<file path="config.mk">
export PLATFORM = sky130hd
export DESIGN_NAME = bcd_digit_source
export DESIGN_NICKNAME = d
export VERILOG_FILES = /design/src/rtl/bcd_digit_source.sv
export SDC_FILE = /design/constraint.sdc
export NUM_CORES = 1
export LEC_CHECK = 0
export CAP_MARGIN = 20
export CORE_AREA = 2 2 89 57
export CTS_BUF_LIST = sky130_fd_sc_hd__clkbuf_4
export DETAILED_ROUTE_END_ITERATION = 6
export DIE_AREA = 0 0 91 59
export PLACE_DENSITY = 0.81
export REMOVE_ABC_BUFFERS = 1
export SLEW_MARGIN = 20
export SYNTH_ARGS = -nofsm -noshare
export SYNTH_HDL_FRONTEND = slang
export SYNTH_SLANG_ARGS = --single-unit
</file>
<file path="constraint.sdc">
create_clock -name clk -period 2.55 [get_ports clk]
set_clock_uncertainty 0.1 [all_clocks]
set_input_delay 0.255 -clock clk [delete_from_list [all_inputs] [get_ports clk]]
set_output_delay 0.255 -clock clk [all_outputs]
set_load 0.005 [all_outputs]
</file>
<file path="src/rtl/bcd_digit_source.sv">
// Multi-digit BCD up/down counter with a snapshot digit scanner (valid/ready, LSD first).
// Build option: define BCD_SAT_EN to saturate at all-9s / all-0s instead of wrapping.
//
// state | meaning
// IDLE  | no digit stream; waiting for snap to capture count into shadow
// SCAN  | presenting shadow digits one per handshake, index 0 upward
module bcd_digit_source #(
  parameter int NUM_DIGITS = 4
) (
  input  logic                    clk,
  input  logic                    rst,
  input  logic                    en,
  input  logic                    up,
  input  logic                    load,
  input  logic [4*NUM_DIGITS-1:0] load_val,
  input  logic                    snap,
  output logic [4*NUM_DIGITS-1:0] count,
  output logic                    carry,
  output logic                    dig_valid,
  input  logic                    dig_ready,
  output logic [3:0]              dig,
  output logic [2:0]              dig_idx,
  output logic                    busy
);

  localparam int W = 4 * NUM_DIGITS;
  localparam logic [2:0] LAST_IDX = 3'(NUM_DIGITS - 1);

  typedef enum logic {IDLE, SCAN} state_t;

  state_t       state;
  logic [W-1:0] step_val;
  logic [W-1:0] load_clamped;
  logic [W-1:0] shadow;
  logic [W-1:0] shadow_next;
  logic         ripple;
  logic         wrap;

  // Ripple a +1 / -1 through the digits; a ripple out of the top digit is a wrap.
  always_comb begin
    step_val = count;
    ripple   = 1'b1;
    for (int i = 0; i < NUM_DIGITS; i++) begin
      if (ripple) begin
        if (up) begin
          if (count[4*i +: 4] == 4'd9) begin
            step_val[4*i +: 4] = 4'd0;
          end else begin
            step_val[4*i +: 4] = count[4*i +: 4] + 4'd1;
            ripple = 1'b0;
          end
        end else begin
          if (count[4*i +: 4] == 4'd0) begin
            step_val[4*i +: 4] = 4'd9;
          end else begin
            step_val[4*i +: 4] = count[4*i +: 4] - 4'd1;
            ripple = 1'b0;
          end
        end
      end
    end
    wrap = ripple;
  end

  always_comb begin
    load_clamped = load_val;
    for (int i = 0; i < NUM_DIGITS; i++) begin
      if (load_val[4*i +: 4] > 4'd9) load_clamped[4*i +: 4] = 4'd9;
    end
  end

  always_ff @(posedge clk) begin
    if (rst) begin
      count <= '0;
      carry <= 1'b0;
    end else if (load) begin
      count <= load_clamped;
      carry <= 1'b0;
    end else if (en) begin
`ifdef BCD_SAT_EN
      if (!wrap) count <= step_val;
      carry <= wrap;
`else
      count <= step_val;
      carry <= wrap;
`endif
    end else begin
      carry <= 1'b0;
    end
  end

  // The shadow shifts down one digit per accepted handshake, so dig is always its low nibble.
  assign shadow_next = shadow >> 4;

  always_ff @(posedge clk) begin
    if (rst) begin
      state     <= IDLE;
      shadow    <= '0;
      dig       <= 4'd0;
      dig_idx   <= 3'd0;
      dig_valid <= 1'b0;
      busy      <= 1'b0;
    end else begin
      case (state)
        IDLE: begin
          if (snap) begin
            shadow    <= count;
            dig       <= count[3:0];
            dig_idx   <= 3'd0;
            dig_valid <= 1'b1;
            busy      <= 1'b1;
            state     <= SCAN;
          end
        end
        SCAN: begin
          if (dig_ready) begin
            if (dig_idx == LAST_IDX) begin
              dig_valid <= 1'b0;
              busy      <= 1'b0;
              state     <= IDLE;
            end else begin
              shadow  <= shadow_next;
              dig     <= shadow_next[3:0];
              dig_idx <= dig_idx + 3'd1;
            end
          end
        end
        default: state <= IDLE;
      endcase
    end
  end

endmodule

</file>
==> results of run 1 <==
==> synth_stat cells, types with 3 or more instances <==
| master | instances | share of area (%) |
|---|---|---|
| a211oi_1 | 14 | 4.5 |
| a21oi_1 | 15 | 3.2 |
| a221oi_1 | 6 | 2.2 |
| a31oi_1 | 3 | 0.80 |
| and3_1 | 5 | 1.3 |
| and3_2 | 3 | 0.96 |
| buf_2 | 8 | 1.7 |
| buf_4 | 7 | 2.2 |
| clkbuf_1 | 16 | 2.6 |
| dfxtp_1 | 38 | 33 |
| inv_1 | 7 | 1.1 |
| mux2i_1 | 16 | 6.8 |
| nand2_1 | 17 | 2.7 |
| nand2b_1 | 5 | 1.3 |
| nand3_1 | 8 | 1.7 |
| nand3b_1 | 4 | 1.3 |
| nor2_1 | 42 | 6.7 |
| nor2b_1 | 5 | 1.3 |
| nor3_1 | 6 | 1.3 |
| nor4_1 | 5 | 1.3 |
| o21a_1 | 3 | 0.96 |
| o21ai_0 | 23 | 4.9 |
| xnor2_1 | 5 | 1.9 |
| xor2_1 | 4 | 1.5 |
==> cells by family after synthesis <==
logic type	count (synthesis)	synth area share, %
muxes	17	7.330
xor gates and xnor gates	9	3.371
adders and majority gates	2	1.070
DFF	38	32.53
and+or+nand+nor	112	24.83
AOI/OAI and AO/OA	82	23.06
buffers and inverters	39	7.812
==> worst paths after layout <==
path / from / endpoint / cells past startpoint
max: dig_idx[0] / shadow[4] / 7
min: load_val[13] / count[13] / 3
max reg2reg: dig_idx[0] / shadow[4] / 7
min reg2reg: shadow[12] / shadow[12] / 2
==> registers in the layout (all words and copies together) (netlist names) <==
name	cells
count	16
shadow	13
dig	3
dig_idx	3
busy	1
carry	1
state	1
==> cell type report <==
type / count / area share (%)
inverter: 7 / 0.9202
clock buffer: 6 / 1.578
tap: 63 / 2.761
multi-input combinational: 222 / 48.86
timing repair buffer: 56 / 18.93
sequential: 38 / 26.64
clock inverter: 2 / 0.3067
==> metal layers <==
| layer | up-vias | GRT usage [%] | wire length (um) |
|---|---|---|---|
| met5 | - | 0 | 0 |
| li1 | 1134 | - | - |
| met2 | 82 | 35.87 | 2501 |
| met3 | 8 | 5.089 | 426 |
| met1 | 1050 | 31.69 | 2827 |
| met4 | 0 | 7.143 | 76 |
==> power breakdown <==
group          leakage [nW]  switching, mW  total, mW  internal, mW
Combinational         0.689          0.148      0.318         0.171
Sequential            0.313         0.0650      0.698         0.633
Clock                0.0331          0.210      0.324         0.114
==> worst register-to-register path: stages, from the launching register on <==
cell,delay [ps]
dfxtp_1,360
ha_1,230
ha_1,210
nand3b_1,370
nand2_1,140
buf_4,260
nor2_1,80
a211oi_1,230
==> summary.txt, run 1 <==
Outcome
  – Outcome: finished clean

Setup path
  – Data arrival time of the critical path: 2240 ps
  – Crit Path Max Fanout: 25
  – Setup crit end kind: flop
  – Worst Path Buf+Inv: 1
  – CP Cell Sequence: ha_1 -> ha_1 -> nand3b_1 -> nand2_1 -> buf_4 -> nor2_1 -> a211oi_1
  – R2r setup slk: 490 ps
  – Worst path slowest cell: nand3b_1
  – Required time worst endpoint: 2730 ps
  – Crit start category: flop
  – Critical path class: flop to flop
  – CP most frequent cell: ha_1
  – Family with the most delay on the worst path: simple AND/OR/NAND/NOR gates
  – CP max stage delay: 370 ps

Cells and area
  – Post-layout util: 63.89%
  – Multi-input combinational cell area: 0.001395 sq mm
  – Commonest non-fill, non-tap cells in the layout: clkdlybuf4s50_1 (48), nor2_1 (42), dfxtp_1 (38)
  – Share of post-route cells with drive strength above 1: 7.553%
  – Commonest non-fill, non-tap cell in the layout: clkdlybuf4s50_1
  – Antenna Cells: 0
  – Layout area overhead: 22.10%
  – Post-Layout Cell Count: 394
  – Nets: 355
  – Layout fillers: 424
  – FF/Latch Area: 760.7 sq um
  – Final Cell Area: 0.002855 sq mm

Clock tree
  – Cts-stage hold buffer count: 0
  – Post-CTS Repair Setup Buffers: 0
  – H-tree levels: 2
  – Post_cts resized: 0
  – Clk buf depth: 2
  – CTS Root Cell: clkbuf_4
  – Clock transition at path regs: 120 ps
  – Skew-Pair Late Insertion Delay: 370 ps
  – Clock Sinks: 38
  – TritonCTS clock tree: yes
  – CTS buffer count: 5

STA
  – Minimum clock period: 2062 ps
  – Final setup viols: 0
  – Setup WS post-layout: 488.0 ps
  – Final Hold Fails: 0
  – Maximum clock frequency: 0.4850 GHz
  – Slew HR: 68.93%
  – Worst slew pin tran: 465.4 ps
  – Hold Slack: 378.2 ps
  – RSZ-0062 raised after global routing: no
  – Final slew viol count: 0
  – Setup total negative slack: 0 ps
  – Fin crit share: 80.86%

Logic synthesis
  – Post-synthesis sequential area ratio: 32.53%
  – Post-synthesis cell area: 0.002338 sq mm
  – Synth unique cells: 53
  – Ys async rst share: 0%
  – Post-synth EDFFs: 0
  – Cells after Synth: 299
  – Top FF cell, synth: dfxtp_1
  – Post-synthesis register bit count: 38
  – Synth Area per Inst: 7.821 sq um
  – Total of warnings raised by yosys: 0

Global routing
  – Number of global-route vias before repair: 2006
  – GRT Resource Usage Total: 22.78%
  – Largest net degree at the start of global routing: 36
  – GR Overflow Total: 0
  – Antenna violations before repair: 0
  – First-pass GRT wire length: 9.646 mm

Die
  – Initial Util: 52.32%
  – Row Count: 19
  – Core area: 0.004469 sq mm
  – Die X-Extent: 91 um
  – Die Y: 59 um
  – Total die area: 0.005369 sq mm
  – I/O pin total: 49

Routing
  – Drt drc: 0
  – Drt total wl: 5.832 mm
  – WL/cell: 14.80 um
  – Detailed-router iteration count before antenna repair: 4
  – Initial DRC Count: 113
  – Number of vias per cell: 5.772
  – Post-route ant nets: 0
  – Total vias in the final route: 2274

Placed design
  – DP Area: 0.002801 sq mm
  – Post-DP HPWL: 4.016 mm
  – # port buffers: 48
  – RD Place Congestion: 0.8884
  – DP Worst Slack: 178.9 ps
  – Dpl cells: 386

Pwr
  – VDD IR max: 0.0002430 V
  – Post-layout total power: 1.341 mW
  – Power per Cell Area: 469.7 mW/mm^2
  – Pleak: 1.035 nW

Flow run
  – Max-Cap Viols: 0

Hold path
  – Hold WC Path Type: primary input to flop
(Power assumes the default switching activity.)
==> run 2, diff against run 1 <==
Clock period 2.55 ns to 2.05 ns, I/O delays scaled along.
==> run 2 against run 1 <==
  * Sequential share of layout area is 0.81 points lower
  * Highest routed layer unchanged
  * Largest power group unchanged
  * Combinational power is 36% higher
  * Non-clock buffer count is 12 higher
  * First-iteration DRC count is 21% higher
  * Core utilization is 2.0 points higher
  * Cell count is 3.0% higher
  * Critical path depth is 5 lower
  * Largest cell class unchanged
  * Die area stayed put
==> summary.txt, run 2 (synthesis gave the netlist of run 1 again) <==
Pwr
  – Clock network power share: 23.0%
  – Power per Cell Area: 566.2 mW/mm^2
  – Sw power: 521.0 uW
  – Cell-internal power: 1.147 mW
  – VDD IR max: 0.0002530 V
  – Sw frac: 31.24%
  – Post-layout total power: 1.668 mW
  – Gate power share: 26.0%
  – Seq pwr share: 51.1%
  – Pleak: 1.091 nW

Global routing
  – GR Overflow Total: 0
  – First-pass GRT wire length: 9.687 mm
  – Antenna violations before repair: 0
  – Number of global-route vias before repair: 2006
  – GRT Resource Usage Total: 22.46%
  – Largest net degree at the start of global routing: 26

Setup path
  – Setup crit end kind: output port
  – R2R cell count: 5
  – Crit start category: flop
  – R2r setup slk: 210 ps
  – Data arrival time of the critical path: 1540 ps
  – Worst r2r dst: count[12]
  – Crit Path Max Fanout: 8
  – Critical path class: flop to output port
  – Reg-to-Reg Start: count[1]
  – Required time worst endpoint: 1750 ps

Clock tree
  – CTS Root Cell: clkbuf_4
  – H-tree levels: 2
  – CTS buffer count: 5
  – Cts-stage hold buffer count: 0
  – Skew-Pair Late Insertion Delay: 340 ps
  – Clock transition at path regs: 120 ps
  – Post_cts resized: 0
  – TritonCTS clock tree: yes
  – Clock Sinks: 38
  – Post-CTS Repair Setup Buffers: 0
  – Clk buf depth: 2

Routing
  – WL/cell: 14.19 um
  – Total vias in the final route: 2264
  – Drt total wl: 5.762 mm
  – Initial DRC Count: 137
  – Post-route ant nets: 0
  – Detailed-router iteration count before antenna repair: 4
  – Drt drc: 0
  – Number of vias per cell: 5.576

STA
  – Setup WS post-layout: 204.6 ps
  – RSZ-0062 raised after global routing: no
  – Final slew viol count: 0
  – Final setup viols: 0
  – Maximum clock frequency: 0.5419 GHz
  – Final Hold Fails: 0
  – Slew HR: 69.42%
  – Worst slew pin tran: 454.5 ps
  – Minimum clock period: 1845 ps
  – Fin crit share: 90.02%

Cells and area
  – Antenna Cells: 0
  – Commonest non-fill, non-tap cell in the layout: clkdlybuf4s50_1
  – Share of post-route cells with drive strength above 1: 10.79%
  – Nets: 367
  – Layout area overhead: 25.95%
  – Commonest non-fill, non-tap cells in the layout: clkdlybuf4s50_1 (48), nor2_1 (42), dfxtp_1 (38)
  – Largest regs: count x16, shadow x13
  – Largest Register: count
  – Max FFs per register: 16

Die
  – Die X-Extent: 91 um
  – Initial Util: 52.32%
  – Row Count: 19
  – Die Y: 59 um
  – I/O pin total: 49
  – Core area: 0.004469 sq mm
  – Total die area: 0.005369 sq mm

Flow run
  – Max-Cap Viols: 0

Placed design
  – # port buffers: 48
  – DP Worst Slack: -42.88 ps
  – RD Place Congestion: 0.8415
  – Post-DP HPWL: 4.242 mm

Hold path
  – Hold Crit Start: load_val[10]
  – Hold WC Path Type: primary input to flop
  – Min-Delay Path Depth: 3
  – Hold Crit Endpoint: count[10]

Outcome
  – Outcome: finished clean
## run 2: changes by cell type in the layout (fill, tap and decap cells not counted)
cell / previous run / this run
buf_4: 8 / 20
clkinvlp_4: 0 / 1
clkbuf_4: 6 / 5
## run 2: worst max-delay path by stage
stage          startpoint          to  slack [ps]  depth (start not counted)
2_1_floorplan       state  dig_idx[0]         -30                          4
3_3_place_gp           up   count[12]          20                          7
3_5_place_dp           up    count[6]         -40                          7
4_1_cts          count[4]    count[4]         180                          2
5_1_grt          count[3]   count[12]          90                          5
6_report         count[4]    count[4]         200                          2
## run 2: power groups by stage
stage	clock network (mW)	logic [mW]	registers (mW)
after floorplan	0	0.200	0.872
after global placement	0	0.422	0.866
after detailed placement	0	0.429	0.869
after CTS	0.392	0.432	0.852
after global routing	0.435	0.479	0.861
final	0.383	0.433	0.852
## run 2: critical path, stage by stage, from the launching register on
cell             delay, ps
dfxtp_1                490
buf_4                  200
clkdlybuf4s50_1        500
## run 2: per-stage QoR
stage	cell area [sq um]	hold WS, ps	instances	util (%)	TNS [ps]
after global placement	2892	356.3	398	64.70	0
final	2945	347.1	406	65.90	0
after floorplan	2182	171.2	267	-	-31.94
after CTS	2945	348.4	406	65.90	0
after detailed placement	2892	370.3	398	64.70	-133.8
after global routing	2945	345.2	406	65.90	0
## run 2: final cells by class
cell class                      count  area (sq um)
Multi-Input combinational cell    222          1395
Fill cell                         420          1524
Clock inverter                      3         16.27
Sequential cell                    38         760.7
Timing Repair Buffer               68         630.6
Inverter                            7         26.28
Clock buffer                        5         37.54
Tap cell                           63         78.83
## run 2: routing by layer
| metal | share of wire [%] | wire length (um) | global-route usage (%) |
|---|---|---|---|
| met1 | 48 | 2781 | 32.51 |
| met2 | 43 | 2487 | 34.07 |
| met3 | 7.8 | 448 | 5.852 |
| met4 | 0.76 | 44 | 4.762 |
| met5 | 0 | 0 | 0 |
